$ cat config.mk
export PLATFORM = sky130hd
export DESIGN_NAME = oam_dma
export DESIGN_NICKNAME = d
export VERILOG_FILES = /design/src/rtl/video_types.sv /design/src/rtl/oam_dma.sv
export SDC_FILE = /design/constraint.sdc
export NUM_CORES = 1
export LEC_CHECK = 0
export CAP_MARGIN = 15
export CELL_PAD_IN_SITES_DETAIL_PLACEMENT = 0
export CELL_PAD_IN_SITES_GLOBAL_PLACEMENT = 1
export CORE_MARGIN = 2
export CORE_UTILIZATION = 28
export CTS_CLUSTER_SIZE = 25
export DETAILED_ROUTE_END_ITERATION = 10
export PLACE_DENSITY = 0.83
export SLEW_MARGIN = 40
export SYNTH_ARGS = -nofsm -noshare
export SYNTH_HDL_FRONTEND = slang
export SYNTH_SLANG_ARGS = --single-unit
$ cat constraint.sdc
create_clock -name clk -period 2.1 [get_ports clk]
set_clock_uncertainty 0.2 [all_clocks]
set_input_delay 0.42 -clock clk [delete_from_list [all_inputs] [get_ports clk]]
set_output_delay 0.42 -clock clk [all_outputs]
set_load 0.01 [all_outputs]
$ cat src/rtl/video_types.sv
// Shared video-subsystem types: OAM DMA state encoding and default register map.
package video_types;

    localparam logic [15:0] OAM_BASE_DEF = 16'hFE00;
    localparam int          DMA_LEN_DEF  = 160;
    localparam logic [15:0] REG_ADDR_DEF = 16'hFF46;

    typedef enum logic [1:0] {
        ST_IDLE  = 2'd0,
        ST_DELAY = 2'd1,
        ST_READ  = 2'd2,
        ST_WRITE = 2'd3
    } dma_state_e;

endpackage

$ cat src/rtl/oam_dma.sv
// OAM DMA engine: copies DMA_LEN bytes from {src_hi,xx} into OAM, two cycles per byte.
// Define OAM_DMA_READBACK_EN to make the source register readable at REG_ADDR.
module oam_dma
    import video_types::*;
#(
    parameter logic [15:0] OAM_BASE    = OAM_BASE_DEF,
    parameter int          DMA_LEN     = DMA_LEN_DEF,
    parameter logic [15:0] REG_ADDR    = REG_ADDR_DEF,
    parameter int          START_DELAY = 1
) (
    input  logic        clk,
    input  logic        reset_n,
    input  logic [15:0] cfg_addr,
    input  logic        cfg_we,
    input  logic        cfg_re,
    input  logic [7:0]  cfg_wdata,
    output logic [7:0]  cfg_rdata,
    output logic        bus_req,
    input  logic        bus_gnt,
    output logic        src_rd,
    output logic [15:0] src_addr,
    input  logic [7:0]  src_rdata,
    output logic        oam_we,
    output logic [15:0] oam_addr,
    output logic [7:0]  oam_wdata,
    output logic        busy,
    output logic        done
);

    localparam logic [7:0] LAST_IDX = 8'(DMA_LEN - 1);
    localparam logic [7:0] LAST_DLY = (START_DELAY > 0) ? 8'(START_DELAY - 1) : 8'd0;

    dma_state_e state_q, state_d;
    logic [7:0] idx_q, idx_d;
    logic [7:0] src_hi_q, src_hi_d;
    logic [7:0] dly_q, dly_d;
    logic [7:0] byte_q, byte_d;
    logic       have_byte_q, have_byte_d;
    logic       done_q, done_d;

    logic       trigger;
    logic [7:0] eff_hi;

    assign trigger = cfg_we && (cfg_addr == REG_ADDR);
    // Echo RAM E000-FDFF mirrors C000-DDFF.
    assign eff_hi  = (src_hi_q >= 8'hE0) ? (src_hi_q - 8'h20) : src_hi_q;
    assign done    = done_q;

    always_comb begin
        state_d     = state_q;
        idx_d       = idx_q;
        src_hi_d    = src_hi_q;
        dly_d       = dly_q;
        byte_d      = byte_q;
        have_byte_d = have_byte_q;
        done_d      = 1'b0;
        bus_req     = 1'b0;
        busy        = 1'b0;
        src_rd      = 1'b0;
        src_addr    = 16'h0000;
        oam_we      = 1'b0;
        oam_addr    = 16'h0000;
        oam_wdata   = 8'h00;

        case (state_q)
            ST_DELAY: begin
                bus_req = 1'b1;
                busy    = 1'b1;
                if (dly_q == LAST_DLY) begin
                    state_d = ST_READ;
                end else begin
                    dly_d = dly_q + 8'd1;
                end
            end
            ST_READ: begin
                bus_req = 1'b1;
                busy    = 1'b1;
                if (bus_gnt) begin
                    src_rd      = 1'b1;
                    src_addr    = {eff_hi, idx_q};
                    have_byte_d = 1'b0;
                    state_d     = ST_WRITE;
                end
            end
            ST_WRITE: begin
                bus_req = 1'b1;
                busy    = 1'b1;
                // Source data is only valid on the first WRITE cycle; hold it across a stall.
                if (!have_byte_q) begin
                    byte_d      = src_rdata;
                    have_byte_d = 1'b1;
                end
                if (bus_gnt) begin
                    oam_we    = 1'b1;
                    oam_addr  = OAM_BASE + {8'h00, idx_q};
                    oam_wdata = have_byte_q ? byte_q : src_rdata;
                    if (idx_q == LAST_IDX) begin
                        idx_d   = 8'd0;
                        done_d  = 1'b1;
                        state_d = ST_IDLE;
                    end else begin
                        idx_d   = idx_q + 8'd1;
                        state_d = ST_READ;
                    end
                end
            end
            default: ;
        endcase

        // A new trigger always wins, including over the final write's done pulse.
        if (trigger) begin
            src_hi_d    = cfg_wdata;
            idx_d       = 8'd0;
            dly_d       = 8'd0;
            have_byte_d = 1'b0;
            done_d      = 1'b0;
            state_d     = (START_DELAY == 0) ? ST_READ : ST_DELAY;
        end
    end

    always_ff @(posedge clk or negedge reset_n) begin
        if (!reset_n) begin
            state_q     <= ST_IDLE;
            idx_q       <= 8'd0;
            src_hi_q    <= 8'hFF;
            dly_q       <= 8'd0;
            byte_q      <= 8'h00;
            have_byte_q <= 1'b0;
            done_q      <= 1'b0;
        end else begin
            state_q     <= state_d;
            idx_q       <= idx_d;
            src_hi_q    <= src_hi_d;
            dly_q       <= dly_d;
            byte_q      <= byte_d;
            have_byte_q <= have_byte_d;
            done_q      <= done_d;
        end
    end

`ifdef OAM_DMA_READBACK_EN
    logic [7:0] rdata_q;

    always_ff @(posedge clk or negedge reset_n) begin
        if (!reset_n) begin
            rdata_q <= 8'hFF;
        end else begin
            rdata_q <= (cfg_re && (cfg_addr == REG_ADDR)) ? src_hi_q : 8'hFF;
        end
    end

    assign cfg_rdata = rdata_q;
`else
    logic unused_cfg_re;

    assign unused_cfg_re = cfg_re;
    assign cfg_rdata     = 8'hFF;
`endif

endmodule

======== Word level (Yosys, flattened, before mapping) ========
Cells that the tools add are included.
storage, ports and cells
  input port bits ......................... 37
  word-level logic and storage cells ...... 65
  flip-flop bits (word level) ............. 36
operators by class
  eq/ne operators ......................... 9
  muxes and demuxes ....................... 32
  magnitude comparators ................... 1
  add/subtract/negate cells ............... 4
  reductions and logical operators ........ 12
operators with widths
  kind                     number
  $mux W8                  11
  $mux W16                 4
  $add A8 B1 Y8 const B    2
  $eq A16 B16 Y1 const B   1
  $add A10 B9 Y11 const A  1
  $mux W1                  10
  $mux W2                  5
  $ne A3 B3 Y1 const B     3
  $eq A8 B8 Y1 const B     1
  $ge A8 B8 Y1 const B     1
  $logic_not A8 Y1         1
  $sub A8 B6 Y8 const B    1
  $pmux W2 S3              1
  $reduce_and A2 Y1        3
  $reduce_bool A2 Y1       3
  $eq A2 B2 Y1 const B     2
  $reduce_and A4 Y1        1
  $reduce_bool A4 Y1       1
  $reduce_bool A3 Y1       1
  $reduce_or A3 Y1         1
  $eq A2 B1 Y1 const B     1
  $ne A2 B2 Y1 const B     1
  $pmux W1 S2              1
  $logic_and A1 B1 Y1      1

======== Depth between registers and ports, before layout ========
Gate-level depths: netlist of run 1.
  depth after elaboration ................. 5
  mapped depth ............................ 7
  mapped depth without buffers ............ 6

======== Worst setup path after synthesis of run 1 ========
No wires, ideal clock.
  kind .................................... input-to-reg
  start point ............................. input port cfg_addr[4]
  end point ............................... register src_hi_q[6]
  library setup time ...................... 0.082 ns
  stages on the path ...................... 4
  path slack .............................. 0.043 ns
  arrival ................................. 1.774 ns
  required time ........................... 1.818 ns
  cell sequence ........................... or4_4 -> nor3_4 -> buf_6 -> mux2_4
between the ends
  cells in the longest elaborated chain, start to end .. 2
RTL lines
  element               line            RTL
  start, declared       oam_dma.sv:13   input logic [15:0] cfg_addr,
  $eq A16 B16 Y1        oam_dma.sv:44   assign trigger = cfg_we && (cfg_addr == REG_ADDR);
  $logic_and A1 B1 Y1   oam_dma.sv:44
  end signal, assigned  oam_dma.sv:133  src_hi_q <= src_hi_d;
  end, declared         oam_dma.sv:35   logic [7:0] src_hi_q, src_hi_d;
No other way between the ends.
A chain may end at the register's enable or synchronous reset.

======== Final worst setup path of run 1 ========
  start point ............................. register src_hi_q[5]
  end point ............................... output port src_addr[14]
between the ends
  cells in the longest elaborated chain, start to end .. 4
RTL lines
  element                                        line           RTL
  $sub A8 B6 Y8 or $ge A8 B8 Y1 (tied branches)  oam_dma.sv:46  assign eff_hi = (src_hi_q >= 8'hE0) ? (src_hi_q - 8'h20) : src_hi_q;
  $mux W8 (*)                                    oam_dma.sv:46
  $mux W16 (*)                                   oam_dma.sv:78  if (bus_gnt) begin
  $mux W16 (*)                                   oam_dma.sv:65  case (state_q)
  end, declared                                  oam_dma.sv:21  output logic [15:0] src_addr,
Mark *: on every way between the ends. The rest lies on a longest branch, timed or not.

==> reports/qor.csv, run 1 <==
metric,value,unit
"Slew Viols, Final",0,
Worst-path clk slew,0.07,ns
Crit path max-delay family,flip-flops,
Mapped Cells,218,
final instance area,3297,um^2
highest layer used for signal routing,met4,
multiplexer share of the synthesized area,0.1281,
Async SR Flop Fraction,1.000,
CP max FO,2,
max-cap violation count,0,
crit path launch type,register,
clk_lat worst skew,0.29,ns
Final Hold Fails,0,
die footprint,8352,um^2
# rows,31,
Bufs and invs on worst path,2,
Worst EP required,1.48,ns
floorplan die height,91.39,um
Yosys top cell area share,0.3277,
H-tree depth,2,
Worst path slowest cell,dfstp_2,
Avg WL per Cell,12.19,um
kind of critical path,reg2out,
main area contributors after synthesis,"dfrtp_1, dfstp_2, mux2_2, and2_1, buf_4",
Clock Sinks,36,
Post-Synth Adder-Cell Area,0.02341,
Post-Synth Simple-Gate Area,0.2481,
Num CTS Buffers,5,
slowest cell delay on critical path,0.56,ns
Setup crit end kind,primary output,
I/O Buffers,79,
Finish-stage setup viols,0,
Layout area overhead,54.18,%
Net Sw Frac,0.2988,
Antenna Cells,0,
cell with the most instances after synthesis,dfrtp_1,
sequential power share,0.465,
RePlAce Congestion,0.7746,
Tmin final,2.081,ns
Int Power,1.392,mW
Post-DRT Antenna Nets,0,
Compound-Gate Fraction of Synth Area,0.03803,
DR iter-0 viols,98,
first-pass detailed-route iteration total,4,
Synth area leader,dfrtp_1,
I/O pin total,90,
Starting Density,0.2917,
DR vias,1801,
layout cells sized above 1,0.3587,
Yosys Warn Count,0,
register area share after synthesis,0.4260,
main combinational cell family by area after synthesis,simple AND/OR/NAND/NOR gates,
area share of xor/xnor cells in the synthesized design,0.03686,
DP HPWL,3603,um
Post-DP Area,3073,um^2
critical path cell sequence,inv_4 -> ha_4 -> nand3_2 -> and3_4 -> buf_6,
largest net degree at the start of global routing,37,
met3 wire len,266,um
wl on met1,2295,um
Die Width,91.39,um
Final TNS setup,0,ns
initial antenna violation count,0,
post-synth cell types,40,
maximum VDD drop,0.0003443,V
total grt overflow,0,
maximum buffer depth of the clock tree,2,
unrepaired setup endpoints after global routing,true,
Power per Cell Area,602.3,nW/um^2
Post-synth top cells,"dfrtp_1, nor2_1, and2_1",
Static Leak,1.466,nW
vias in the first global route,1868,
Post-synth top flop,dfrtp_1,
drt drc,0,
synthesized area,2138,um^2
Synth Register Bits,36,
CTS tree,yes,
switching power,0.5933,mW
fin nets,355,
first-pass GRT wire length,8749,um
Post-synth EDFFs,0,
combinational cell fraction of total power,0.279,
Hold Crit Class,reg2reg,
syn_area_per_cell,9.809,um^2
total global-route track usage,0.1302,
final worst path period share,0.9910,
core area,7331,um^2
outcome,completed,
vias per std cell,4.350,
Routed WL,5046,um
clock network power share,0.256,
worst endpoint data arrival time,1.46,ns
metal2 WL,2430,um
Clock Tree Root,clkbuf_8,
f_max,480.5,MHz
worst reg2reg setup slack,0.23,ns
-- timing repair --
action                                  CTS  global route
endpoints found under the setup margin   48            42
endpoints found under the hold margin    28             0
pin swaps                                10             5
hold buffers                              1             0
gates resized for setup                 121            49
buffers inserted                          4             2
gates cloned                              1             0
-- cell type report --
| cell class | count | area [um^2] |
|---|---|---|
| Clock buffer | 6 | 82.58 |
| Clock inverter | 2 | 10.01 |
| Fill cell | 697 | 4034 |
| Inverter | 5 | 21.27 |
| Multi-Input combinational cell | 157 | 1152 |
| Sequential cell | 36 | 913.4 |
| Tap cell | 99 | 123.9 |
| Timing Repair Buffer | 109 | 993.5 |
-- cells by family (layout without fill, tap and decap cells) --
logic type      Yosys count  in the layout
buf+inv                  32            122
mux                      25             25
xor+xnor                  9              9
fa+ha+maj                 4              4
flops                    36             36
other cells               2              9
compound gates           13             13
simple gates             97             97
-- stage by stage --
| stage | hold WS (ns) | power [mW] | util | std cells | setup slack (ns) |
|---|---|---|---|---|---|
| 2_1_floorplan | -0.07559 | 1.222 | - | 225 | 0.04335 |
| 3_3_place_gp | 0.2866 | 1.471 | 0.4192 | 399 | -0.7404 |
| 3_5_place_dp | 0.2956 | 1.489 | 0.4192 | 399 | -0.7084 |
| 4_1_cts | 0.3131 | 1.991 | 0.4349 | 413 | -0.03370 |
| 5_1_grt | 0.3246 | 2.143 | 0.4497 | 414 | -0.04534 |
| 6_report | 0.3097 | 1.986 | 0.4497 | 414 | 0.01887 |
-- registers in the layout, summed over array words and instances (netlist names) --
name	flops
dly_q	8
byte_q	8
idx_q	8
src_hi_q	8
done	1
have_byte_q	1
state_q	2
-- layer usage --
| layer | global-route usage | vias to the layer above |
|---|---|---|
| met2 | 0.2261 | 58 |
| met1 | 0.1544 | 832 |
| met3 | 0.03568 | 6 |
| met5 | 0 | - |
| li1 | - | 905 |
| met4 | 0.04293 | 0 |
-- power groups by stage --
stage / Combinational (mW) / Clock [mW] / Sequential, mW
floorplan: 0.333 / 0 / 0.889
global placement: 0.541 / 0 / 0.930
detailed placement: 0.551 / 0 / 0.938
CTS: 0.534 / 0.532 / 0.924
global route: 0.621 / 0.573 / 0.949
finish: 0.553 / 0.508 / 0.924
-- worst paths after layout --
path                              from           end  cells after the start
setup / recovery           src_hi_q[5]  src_addr[14]                      5
hold / removal               byte_q[4]     byte_q[4]                      1
max in group asynchronous      reset_n   src_hi_q[4]                      3
setup reg to reg              dly_q[1]    state_q[0]                      6
min in group asynchronous      reset_n      dly_q[1]                      3
hold reg to reg              byte_q[4]     byte_q[4]                      1
-- cell usage in the layout, fill, tap and decap left out, drive strengths merged, types with 9 or more instances in the layout --
master and n:
clkdlybuf4s50 34, buf 48, mux2i 9, mux2 16
nor2 24, nand2 14, dlygate4sd2 9, clkbuf 12
conb 9, clkdlybuf4s15 11, dfrtp 28, and2 21
Power figures use the tool's default switching activity.
==> inputs of run 2 (changes only) <==
Settings changed: ABC_AREA from default to 1, CORE_UTILIZATION 28 to 29, CTS_BUF_LIST from default to sky130_fd_sc_hd__clkbuf_8, PLACE_DENSITY 0.83 to 0.86.
==> reports/qor.csv, run 2 <==
metric,value,unit,change
outcome,completed,,
filler cell count,883,,+27%
Finished Layout Cells,575,,+39%
Avg WL per Cell,11.04,um,-9.4%
final instance area,3485,um^2,+5.7%
Worst EP required,1.48,ns,about the same
worst endpoint data arrival time,1.46,ns,about the same
maximum buffer depth of the clock tree,2,,unchanged
I/O Buffers,79,,unchanged
Antenna Cells,0,,unchanged
register area share after synthesis,0.3647,,-0.06125
pre-CTS setup slack,-0.5077,ns,+0.2007 ns
area share of xor/xnor cells in the synthesized design,0,,-0.03686
main combinational cell family by area after synthesis,simple AND/OR/NAND/NOR gates,,
layout cells sized above 1,0.2681,,-0.09065
die footprint,9370,um^2,+12%
core area,8299,um^2,+13%
first-pass detailed-route iteration total,4,,unchanged
Post-synth top cells,"nand2_1, nor2_1, inv_1",,
fin nets,510,,+44%
Synth Register Bits,36,,unchanged
crit path launch type,register,,
Yosys Warn Count,0,,unchanged
Final TNS setup,0,ns,unchanged
# rows,33,,+6.5%
"Slew Viols, Final",0,,unchanged
multiplexer share of the synthesized area,0,,-0.1281
Post-Synth Simple-Gate Area,0.3156,,+0.06753
syn_area_per_cell,6.768,um^2,-31%
Setup crit end kind,primary output,,
floorplan die height,96.80,um,+5.9%
Post-DRT Antenna Nets,0,,unchanged
post-synth cell types,31,,-23%
maximum VDD drop,0.0003422,V,-0.62%
most frequent cells in the layout,"nand2_1, nor2_1, inv_1, buf_2, clkdlybuf4s50_1",,
Worst path slowest cell,dfstp_2,,
Finish-stage setup viols,0,,unchanged
placed cells,559,,+40%
Die Width,96.80,um,+5.9%
Routed WL,6350,um,+26%
final core utilization,0.4199,,-0.02986
Post-synth top flop,dfrtp_1,,
RePlAce Congestion,0.8576,,+11%
Num CTS Buffers,5,,unchanged
final worst path period share,0.9887,,-0.002342
main area contributors after synthesis,"dfrtp_1, nand2_1, nor2_1, inv_1, dfstp_2",,
Starting Density,0.3009,,+0.009232
unrepaired setup endpoints after global routing,true,,
Post-synth EDFFs,0,,unchanged
Final Hold Fails,0,,unchanged
Clock Sinks,36,,unchanged
Static Leak,1.846,nW,+26%
CTS tree,yes,,
drt drc,0,,unchanged
f_max,481.6,MHz,+0.24%
initial antenna violation count,0,,unchanged
reg2reg path depth,9,,+3
vias per std cell,4.367,,+0.38%
DR iter-0 viols,102,,+4.1%
total global-route track usage,0.1351,,+0.004882
Layout area overhead,39.53,%,
kind of critical path,reg2out,,
Power per Cell Area,625.2,nW/um^2,+3.8%
DP HPWL,4844,um,+34%
slowest cell delay on critical path,0.54,ns,-0.02 ns
Worst Slack Setup Final,0.02379,ns,+0.004917 ns
vias in the first global route,2431,,+30%
synthesized area,2497,um^2,+17%
Hold Crit Class,reg2reg,,
Post-DP Area,3443,um^2,+12%
critical path cell sequence,inv_2 -> ha_4 -> a311oi_2 -> buf_2,,
clk_lat worst skew,0.29,ns,about the same
I/O pin total,90,,unchanged
first-pass GRT wire length,10770,um,+23%
Async SR Flop Fraction,1.000,,unchanged
Tmin final,2.076,ns,-0.004917 ns
H-tree depth,2,,unchanged
total grt overflow,0,,unchanged
Mapped Cells,369,,+69%
Compound-Gate Fraction of Synth Area,0.1212,,+0.08321
CP max FO,2,,unchanged
Clock Tree Root,clkbuf_8,,
Post-Synth Adder-Cell Area,0.02004,,-0.003365
Worst-path clk slew,0.08,ns,about the same
DR vias,2511,,+39%
max-cap violation count,0,,unchanged
Tot Pwr,2.178,mW,+9.7%
largest net degree at the start of global routing,37,,unchanged
Hold WS,0.2938,ns,-0.01588 ns
Yosys top cell area share,0.2806,,-0.04712
cell with the most instances after synthesis,nand2_1,,
Synth area leader,dfrtp_1,,
Hold Path Cell Cnt,2,,+1
"commonest non-fill, non-tap cell in the layout",nand2_1,,
-- run 2: changes by cell type after synthesis, moves of 5 or more --
cell / change
mux2i_1: -9
mux2_2: -15
and2_1: -21
xor2_1: -8
and3_1: -5
a21oi_1: +8
nand4_1: -5
nand3_1: +9
nand2_2: +5
o21ai_2: +7
nor2_1: +44
nand2_1: +64
o21ai_0: +20
inv_1: +59
-- run 2: critical path, delay by kind of cell, from the launching register on --
kind	cells	cell delay (ns)
flip-flops	1	0.54
buffers and inverters	2	0.22
AO/OA/AOI/OAI	1	0.18
adder cells (fa/ha/maj)	1	0.23
-- run 2: metal layers --
metal | wire [um] | vias up | global-route usage | part of all wire
met5 | 0 | - | 0 | 0
met3 | 295 | 4 | 0.03035 | 0.046
met4 | 36 | 0 | 0.02492 | 0.0057
met1 | 2768 | 1138 | 0.1580 | 0.44
li1 | - | 1309 | - | -
met2 | 3250 | 60 | 0.2527 | 0.51
-- run 2: power breakdown --
part,internal (mW),switching (mW)
clock,0.348,0.259
sequential,0.802,0.0934
combinational,0.298,0.378
-- run 2: worst paths after layout --
kind | startpoint | end | slack [ns]
setup / recovery | src_hi_q[6] | src_addr[14] | 0.02
hold / removal | src_hi_q[2] | src_hi_q[2] | 0.29
setup reg to reg | state_q[1] | idx_q[6] | 0.36
hold reg to reg | src_hi_q[2] | src_hi_q[2] | 0.29
max in group asynchronous | reset_n | have_byte_q | 0.84
min in group asynchronous | reset_n | idx_q[3] | 0.50
-- run 2: what timing repair did --
item                       CTS  global route
cloned                       1             0
buffers inserted             5             1
resized for setup          163            32
setup endpoints to repair   43            28
hold buffers                 1             0
hold endpoints to repair    28             0
pin swaps                    5             4
-- run 2: kinds of logic (layout without fill, tap and decap cells) --
logic type                 count (synthesis)  after routing
AOI/OAI and AO/OA                         52             52
and+or+nand+nor                          183            183
DFF                                       36             36
adders and majority gates                  4              4
buffers and inverters                     92            186
other                                      2              9
-- run 2: cell type report --
| cell class | count | area (um^2) | share of cell area |
|---|---|---|---|
| Tap cell | 105 | 131.4 | 0.03770 |
| Timing Repair Buffer | 110 | 839.6 | 0.2409 |
| Clock buffer | 5 | 68.82 | 0.01975 |
| Sequential cell | 36 | 912.1 | 0.2618 |
| Inverter | 68 | 260.3 | 0.07469 |
| Clock inverter | 3 | 38.79 | 0.01113 |
| Multi-Input combinational cell | 248 | 1234 | 0.3540 |
